==> src/rtl/bnn_layer_seq.sv <==
// bnn_layer_seq: binary neural-network layer with NEURONS XNOR-popcount neurons
// that all see the same input vector. The vector is streamed in BEATS beats of
// IN_W bits, and each beat carries its own weight slice for every neuron. Each
// neuron accumulates its popcount across the beats. The final sum is compared
// with a threshold that is sampled on the first beat of the vector. The result
// bits are held on a valid/ready output until the consumer accepts them.
//
// Optional feature: define BNN_POPCNT_OUT_EN to add the out_popcnt port, which
// exposes the per-neuron final accumulator values alongside out_bits.
//
// Ports:
//   clk        - clock, rising edge
//   rst_n      - synchronous reset, active low
//   in_valid   - beat valid
//   in_ready   - layer can accept a beat (low while a result is held)
//   in_data    - activation bits, 1 = +1, 0 = -1
//   w_data     - weights, neuron n = w_data[n*IN_W +: IN_W]
//   thresh     - firing threshold, sampled on the first beat of a vector
//   out_valid  - result valid
//   out_ready  - consumer accepts result
//   out_bits   - bit n = 1 iff popcount_n >= threshold
//   out_popcnt - (BNN_POPCNT_OUT_EN only) final popcount per neuron
module bnn_layer_seq #(
  parameter int unsigned IN_W    = 8,
  parameter int unsigned BEATS   = 4,
  parameter int unsigned NEURONS = 4,
  parameter int unsigned CNT_W   = $clog2(BEATS * IN_W + 1)
) (
  input  logic                       clk,
  input  logic                       rst_n,
  input  logic                       in_valid,
  output logic                       in_ready,
  input  logic [IN_W-1:0]            in_data,
  input  logic [NEURONS*IN_W-1:0]    w_data,
  input  logic [CNT_W-1:0]           thresh,
  output logic                       out_valid,
  input  logic                       out_ready,
`ifdef BNN_POPCNT_OUT_EN
  output logic [NEURONS*CNT_W-1:0]   out_popcnt,
`endif
  output logic [NEURONS-1:0]         out_bits
);

  localparam int unsigned BC_W = (BEATS > 1) ? $clog2(BEATS) : 1;
  localparam int unsigned LAST = BEATS - 1;

  typedef enum logic [1:0] {
    IDLE  = 2'd0,
    ACCUM = 2'd1,
    HOLD  = 2'd2
  } state_e;

  state_e                          state_q, state_d;
  logic [BC_W-1:0]                 beat_cnt_q, beat_cnt_d;
  logic [NEURONS-1:0][CNT_W-1:0]   acc_q, acc_d;
  logic [CNT_W-1:0]                thr_q, thr_d;
  logic                            out_valid_q, out_valid_d;
  logic [NEURONS-1:0]              out_bits_q, out_bits_d;

  logic [NEURONS-1:0][CNT_W-1:0]   xp;
  logic [NEURONS-1:0][CNT_W-1:0]   sum;
  logic [CNT_W-1:0]                thr_eff;
  logic                            accept;

  assign in_ready  = (state_q != HOLD);
  assign accept    = in_valid && in_ready;
  assign out_valid = out_valid_q;
  assign out_bits  = out_bits_q;

`ifdef BNN_POPCNT_OUT_EN
  // Accumulators already hold the final sums, unchanged, for the whole of HOLD.
  assign out_popcnt = acc_q;
`endif

  // Per-neuron XNOR popcount of the current beat.
  always_comb begin
    for (int unsigned n = 0; n < NEURONS; n++) begin
      xp[n] = CNT_W'($countones(~(in_data ^ w_data[n*IN_W +: IN_W])));
    end
  end

  // The first beat starts from zero and uses the live threshold, because
  // thr_q is only loaded on that same edge.
  always_comb begin
    thr_eff = (state_q == IDLE) ? thresh : thr_q;
    for (int unsigned n = 0; n < NEURONS; n++) begin
      sum[n] = ((state_q == IDLE) ? CNT_W'(0) : acc_q[n]) + xp[n];
    end
  end

  // Next-state and datapath control.
  always_comb begin
    state_d     = state_q;
    beat_cnt_d  = beat_cnt_q;
    acc_d       = acc_q;
    thr_d       = thr_q;
    out_valid_d = out_valid_q;
    out_bits_d  = out_bits_q;

    case (state_q)
      IDLE, ACCUM: begin
        if (accept) begin
          if (state_q == IDLE) begin
            thr_d = thresh;
          end
          acc_d = sum;
          if (beat_cnt_q == BC_W'(LAST)) begin
            for (int unsigned n = 0; n < NEURONS; n++) begin
              out_bits_d[n] = (sum[n] >= thr_eff);
            end
            out_valid_d = 1'b1;
            beat_cnt_d  = '0;
            state_d     = HOLD;
          end else begin
            beat_cnt_d = beat_cnt_q + BC_W'(1);
            state_d    = ACCUM;
          end
        end
      end
      HOLD: begin
        if (out_ready) begin
          out_valid_d = 1'b0;
          acc_d       = '0;
          state_d     = IDLE;
        end
      end
      default: begin
        state_d = IDLE;
      end
    endcase
  end

  // State registers with synchronous active-low reset.
  always_ff @(posedge clk) begin
    if (!rst_n) begin
      state_q     <= IDLE;
      beat_cnt_q  <= '0;
      acc_q       <= '0;
      thr_q       <= '0;
      out_valid_q <= 1'b0;
      out_bits_q  <= '0;
    end else begin
      state_q     <= state_d;
      beat_cnt_q  <= beat_cnt_d;
      acc_q       <= acc_d;
      thr_q       <= thr_d;
      out_valid_q <= out_valid_d;
      out_bits_q  <= out_bits_d;
    end
  end

endmodule

==> config.mk <==
export PLATFORM = sky130hd
export DESIGN_NAME = bnn_layer_seq
export DESIGN_NICKNAME = d
export VERILOG_FILES = /design/src/rtl/bnn_layer_seq.sv
export SDC_FILE = /design/constraint.sdc
export NUM_CORES = 1
export LEC_CHECK = 0
export ABC_CLOCK_PERIOD_IN_PS = 8510
export BUFFER_PORTS_ARGS = -buffer_cell sky130_fd_sc_hd__buf_4
export CAP_MARGIN = 5
export CORE_MARGIN = 1.5
export CORE_UTILIZATION = 55
export CTS_BUF_LIST = sky130_fd_sc_hd__clkbuf_8
export DETAILED_ROUTE_END_ITERATION = 8
export GPL_TIMING_DRIVEN = 0
export PLACE_DENSITY = 0.78
export SYNTH_ARGS = -nofsm -noshare
export SYNTH_HDL_FRONTEND = slang
export SYNTH_SLANG_ARGS = --single-unit
==> constraint.sdc <==
create_clock -name clk -period 8.51 [get_ports clk]
set_input_delay 0.851 -clock clk [delete_from_list [all_inputs] [get_ports clk]]
set_output_delay 0.851 -clock clk [all_outputs]
set_load 0.01 [all_outputs]
==> out/summary.json, run 1 <==
{
  "worstReg2RegEnd": "out_bits[3]",
  "worst_min_delay_path_category": "flip-flop to flip-flop",
  "synth_largest_area_cell": "dfxtp_1",
  "ys_ff_latch": 39,
  "yosys.area.top_type_share_pct": 21.25,
  "dr.first_iter.drc_count": 154,
  "tns_ps": 0,
  "synthesis.nets": 538,
  "grt_setup_unrepaired": "no",
  "postSynth.asyncResetShare_pct": 0,
  "ys.warnings.count": 0,
  "post_synth_xor_area_fraction_pct": 11.44,
  "drt-pass1-iter-count": 4,
  "synth.cell_area_sq_um": 3674,
  "final_layout_size_suffix_gt1_share_pct": 16.53,
  "switch_share_pct": 43.55,
  "p_leak_uw": 0.002012,
  "ant_nets": 0,
  "timing.final.crit_period_ps": 4803,
  "combPwrFrac_pct": 61.5,
  "die-area_sq_um": 7178,
  "antenna-diode-count": 0,
  "synth-adder-area-share_pct": 27.59,
  "die-width_um": 84.73,
  "grt_start_max_net_pins": 13,
  "pin_count": 56,
  "floorplan.initialDensity_pct": 57.52,
  "placement_cell_area_sq_um": 4153,
  "cts-buffers-inserted": 5,
  "clock_skew_ps": 12.13,
  "timing.critical_path.cells": "buf_4 -> xor2_1 -> fa_1 -> fa_1 -> inv_1 -> fa_1 -> fa_1 -> inv_1 -> fa_1 -> nor2b_1 -> o21ai_0 -> nand2_1 -> xnor2_1 -> ha_1 -> a21o_1 -> a211oi_1 -> a21oi_1",
  "setup.worst_path.end": "out_bits[3]",
  "post_cts.resized_instances": 0,
  "synth.most_common_cell": "inv_1",
  "status": "finished, final reports clean",
  "dieHeight_um": 84.73,
  "synth-simple-area-share_pct": 12.64,
  "synth.mux.area_fraction_pct": 1.362,
  "vias": 3151,
  "synth_edf_count": 0,
  "timing_hold_violations_final": 0,
  "worst-endpoint-arrival_ps": 4980,
  "postSynth.topFlopCell": "dfxtp_1",
  "power.density_nw_per_um2": 216.0,
  "final-seq-area_sq_um": 780.7,
  "first_global_vias": 3314,
  "yosys.cell_types.count": 39,
  "required_time_at_the_endpoint_of_the_critical_path_ps": 8690,
  "cpPeakStageDelay_ps": 560,
  "sequential_to_total_area_share_from_yosys_stat_pct": 21.25,
  "std_cell_rows": 29,
  "post_synth.cell_area_avg_sq_um": 8.767,
  "cts_tree": "built",
  "gr-total-overflow": 0,
  "worst_hold_startpoint": "thr_q[5]",
  "worst-path-stages": 17,
  "critical_path.n_buffers_inverters": 3,
  "critPathSlowestCell": "fa_1",
  "clock_sinks": 39,
  "cts_setup_buffers": 0,
  "grt_first_pass_wirelength_um": 14770,
  "clk_latency_ps": 300,
  "ctsHoldBuffers": 0,
  "layout_setup_ws_ps": 3707,
  "footprint_of_the_multi_input_gates_sq_um": 2619,
  "synthesis.instances": 419,
  "synth_compound_area_share_pct": 18.26,
  "setup_violations": 0,
  "numPortBuffers": 51,
  "finalCritPeriodShare_pct": 56.44,
  "r2r.worst_path.cells": 18,
  "slew-limit-headroom_pct": 59.57,
  "setup_slack_placement_ps": 3440,
  "syn_to_final_growth_pct": 15.33,
  "r2r_start": "state_q[1]",
  "synth_common_cells": "50 x inv_1, 49 x ha_1, 39 x dfxtp_1",
  "cp_max_fo": 4,
  "synth_top_family_by_area": "adder cells",
  "reg2reg_setup_slack_ps": 3820,
  "report.final.slew_viol_count": 0,
  "core_sq_um": 6386,
  "fillerInstances": 547,
  "cts_root_buf": "clkbuf_8",
  "routed_wire_length_per_instance_um": 16.03,
  "max_frequency_ghz": 0.2082,
  "actual_slew_at_the_worst_max_slew_pin_ps": 589.6,
  "grt_antenna_before_repair": 0,
  "synth.top_cells.by_area": "dfxtp_1 21%, ha_1 17%, fa_1 11%",
  "max-cap-violations": 0,
  "crit_top_cell": "fa_1",
  "fin_nets": 596,
  "power.sequential.fraction_pct": 24.9,
  "gp_congestion": 0.9171,
  "power_report.internal_total_uw": 516.6,
  "cts.reportedPaths.clkPinSlew_ps": 70,
  "highest_ir_drop_seen_on_vdd_uv": 148.1,
  "route.detailed.vias_per_inst": 5.677,
  "timing.critical_path.max_delay_family": "adder cells",
  "post-route-cell-area_sq_um": 4237,
  "post-dp-hpwl_um": 7291,
  "setup.worst_path.start": "in_data[0]",
  "routed_wirelength_um": 8898,
  "grt_util_all_layers_pct": 25.94,
  "drc": 0,
  "utilization_pct": 66.34,
  "worst-setup-path-type": "input port to flip-flop",
  "cp-start-kind": "input port",
  "clockBufferDepth": 2,
  "worst_setup_path_end_kind": "flip-flop",
  "power.net_switching_uw": 398.5,
  "h-tree-depth": 2,
  "power.share.clock_pct": 13.6
}
worst min-delay path by stage:
stage	end	slack, ps	depth (start not counted)
after floorplan	acc_q[15]	430	1
after global placement	thr_q[3]	440	2
after detailed placement	acc_q[9]	450	1
after CTS	beat_cnt_q[1]	470	2
after global routing	beat_cnt_q[1]	490	2
final	thr_q[5]	470	2
layer usage:
layer	global-route usage [%]	up-vias	wire (um)
met4	9.971	0	177
met3	4.425	17	386
li1	-	1525	-
met5	0	-	0
met1	32.49	1542	3835
met2	44.59	67	4498
sequential cells by signal, summed over array words and instances (netlist names):
| name | flops |
|---|---|
| acc_q | 24 |
| state_q | 2 |
| out_valid | 1 |
| beat_cnt_q | 2 |
| out_bits | 4 |
| thr_q | 6 |
final cells by class:
cell class / count / area share, %
Multi-Input combinational cell: 314 / 61.81
Sequential cell: 39 / 18.43
Clock inverter: 3 / 0.3544
Clock buffer: 5 / 1.624
Inverter: 50 / 4.430
Timing Repair Buffer: 51 / 9.037
Tap cell: 77 / 2.274
Buffer: 16 / 2.038
placed cells by master, fill, tap and decap left out, types with 20 or more instances in the layout:
master / instances
nand2_1: 36
a21oi_1: 24
fa_1: 20
ha_1: 49
nor2_1: 27
inv_1: 50
xor2_1: 20
xnor2_1: 28
buf_4: 53
dfxtp_1: 39
kinds of logic after synthesis:
| family | Yosys count |
|---|---|
| multiplexers | 5 |
| adder cells (fa/ha/maj) | 69 |
| XOR/XNOR | 48 |
| buffers and inverters | 66 |
| AND/OR/NAND/NOR | 100 |
| AO/OA/AOI/OAI | 92 |
| flip-flops | 39 |
power by group through the flow:
stage	Clock (uW)	Sequential, uW	Combinational (uW)
finish	124	228	563
global route	134	231	646
CTS	126	227	567
detailed placement	0	231	564
global placement	0	230	529
floorplan	0	226	415
worst min-delay path: stages (launching register included):
cell,delay (ps)
dfxtp_1,320
nand2_1,50
a21oi_1,50
stage by stage:
step                power [uW]  cells  hold slack (ps)
global placement         758.6    547            441.3
global route              1012    555            488.7
finish                   915.1    555            465.9
floorplan                641.1    419            434.1
CTS                      920.6    555            466.3
detailed placement       795.5    547            447.9
Power figures use the tool's default switching activity.
==> run 2: changes to the inputs <==
Settings changed: ABC_CLOCK_PERIOD_IN_PS 8510 to 4500.
Clock period 8.51 ns to 4.5 ns, I/O delays scaled along.
==> out/summary.json, run 2 (synthesis results as in run 1) <==
{
  "mostFrequentLayoutCells": "53 x buf_4, 50 x inv_1, 49 x ha_1",
  "die-area_sq_um": 7178,
  "cp_max_fo": 4,
  "grt_antenna_before_repair": 0,
  "cpPeakStageDelay_ps": 560,
  "utilization_pct": 66.52,
  "dieHeight_um": 84.73,
  "final_common_cell": "buf_4",
  "route.detailed.vias_per_inst": 5.655,
  "routed_wirelength_um": 8858,
  "actual_slew_at_the_worst_max_slew_pin_ps": 597.4,
  "routed_wire_length_per_instance_um": 15.99,
  "power_report.internal_total_uw": 977.3,
  "post_layout_power_uw": 1732,
  "report.final.slew_viol_count": 0,
  "timing.final.crit_period_ps": 4278,
  "highest_ir_drop_seen_on_vdd_uv": 280.4,
  "worst_hold_startpoint": "out_ready",
  "post_layout_nonfiller_instances": 554,
  "timing.critical_path.cells": "buf_4 -> xor2_1 -> fa_1 -> fa_1 -> inv_1 -> fa_1 -> fa_1 -> inv_1 -> fa_1 -> nor2b_1 -> o21ai_1 -> nand2_1 -> xnor2_1 -> ha_1 -> a21o_1 -> a211oi_1 -> a21oi_1",
  "p_leak_uw": 0.002014,
  "largest_reg_flops": 24,
  "worstReg2RegEnd": "out_bits[3]",
  "pin_count": 56,
  "clock_sinks": 39,
  "switch_share_pct": 43.58,
  "clockBufferDepth": 2,
  "max_frequency_ghz": 0.2338,
  "r2r.worst_path.cells": 17,
  "worst-setup-path-type": "input port to flip-flop",
  "worst_min_delay_path_category": "input port to flip-flop",
  "worst_setup_path_end_kind": "flip-flop",
  "finalCritPeriodShare_pct": 95.06,
  "reg2reg_setup_slack_ps": 320,
  "first_global_vias": 3303,
  "required_time_at_the_endpoint_of_the_critical_path_ps": 4690,
  "core_sq_um": 6386,
  "critPathSlowestCell": "fa_1",
  "tns_ps": 0,
  "fillerInstances": 543,
  "power.density_nw_per_um2": 407.8,
  "power.net_switching_uw": 755.0,
  "setup.worst_path.start": "in_data[0]",
  "combPwrFrac_pct": 61.4,
  "status": "finished, final reports clean",
  "cp-start-kind": "input port",
  "grt_start_max_net_pins": 17,
  "clock_skew_ps": 12.31,
  "timing_hold_violations_final": 0,
  "drt-pass1-iter-count": 4,
  "grt_setup_unrepaired": "no",
  "antenna-diode-count": 0,
  "largest_register": "acc_q",
  "cts_tree": "built",
  "dpl.cell_count": 547,
  "post-dp-hpwl_um": 7291,
  "power.share.clock_pct": 13.7,
  "grt_util_all_layers_pct": 25.90,
  "slew-limit-headroom_pct": 59.03,
  "worst-endpoint-arrival_ps": 4460,
  "power.sequential.fraction_pct": 24.9,
  "fin_nets": 595,
  "cts.reportedPaths.clkPinSlew_ps": 70,
  "setup_violations": 0,
  "hold-worst-slack_ps": 357.8,
  "cts_root_buf": "clkbuf_8",
  "vias": 3133,
  "cts-buffers-inserted": 5,
  "ant_nets": 0,
  "dr.first_iter.drc_count": 143,
  "die-width_um": 84.73,
  "numPortBuffers": 51,
  "drc": 0,
  "std_cell_rows": 29,
  "crit_top_cell": "fa_1",
  "clk_latency_ps": 310,
  "gp_congestion": 0.9171,
  "ctsHoldBuffers": 0,
  "floorplan.initialDensity_pct": 57.52,
  "setup.worst_path.end": "out_bits[3]",
  "max-cap-violations": 0,
  "grt_first_pass_wirelength_um": 14750,
  "syn_to_final_growth_pct": 15.63,
  "gr-total-overflow": 0,
  "r2r_start": "state_q[1]",
  "h-tree-depth": 2,
  "final_layout_size_suffix_gt1_share_pct": 16.98
}
==> run 2: worst min path at each step <==
stage	endpoint	slack (ps)	cells after the start
after floorplan	acc_q[15]	430	1
after global placement	thr_q[3]	440	2
after detailed placement	acc_q[9]	450	1
after CTS	out_valid	360	2
after global routing	out_valid	370	2
final	out_valid	360	2
==> run 2: stage by stage <==
step	setup WS [ps]	area, sq um
final	222.5	4248
after global placement	-140.6	4153
after global routing	1.150	4248
after floorplan	285.5	3674
after detailed placement	-169.2	4153
after CTS	126.4	4233
==> run 2: layout make-up <==
| cell class | count | area (sq um) | share of cell area (%) |
|---|---|---|---|
| repair buffers | 51 | 382.9 | 9.013 |
| inverters | 50 | 187.7 | 4.418 |
| multi-input cells | 314 | 2631 | 61.94 |
| flip-flops and latches | 39 | 780.7 | 18.38 |
| well taps | 77 | 96.34 | 2.268 |
| clock buffers | 5 | 68.82 | 1.620 |
| plain buffers | 15 | 85.08 | 2.003 |
| clock inverters | 3 | 15.01 | 0.3535 |
==> run 2: routing by layer <==
| layer | share of wire, % | GRT usage, % | up-vias |
|---|---|---|---|
| li1 | - | - | 1521 |
| met1 | 43 | 32.49 | 1523 |
| met2 | 50 | 44.59 | 73 |
| met3 | 4.8 | 4.425 | 16 |
| met4 | 2.1 | 9.677 | 0 |
| met5 | 0 | 0 | - |
==> run 2: timing repair <==
| action | in CTS | in global routing |
|---|---|---|
| endpoints found under the setup margin | 4 | 4 |
| setup buffers | 0 | 0 |
| gates resized for setup | 0 | 7 |
| pin swaps | 0 | 0 |
==> run 2: worst max-delay path, delay by kind of cell <==
kind                       cells  cell delay (ps)
adders and majority gates      6             2520
AOI/OAI and AO/OA              4              730
buffers and inverters          3              280
and+or+nand+nor                2              180
xor gates and xnor gates       2              300
==> run 2: power groups by stage <==
stage	Sequential (uW)	Clock (uW)	Combinational (uW)
3_3_place_gp	435	0	1000
5_1_grt	437	254	1220
2_1_floorplan	428	0	784
6_report	431	238	1060
3_5_place_dp	437	0	1070
4_1_cts	430	238	1070
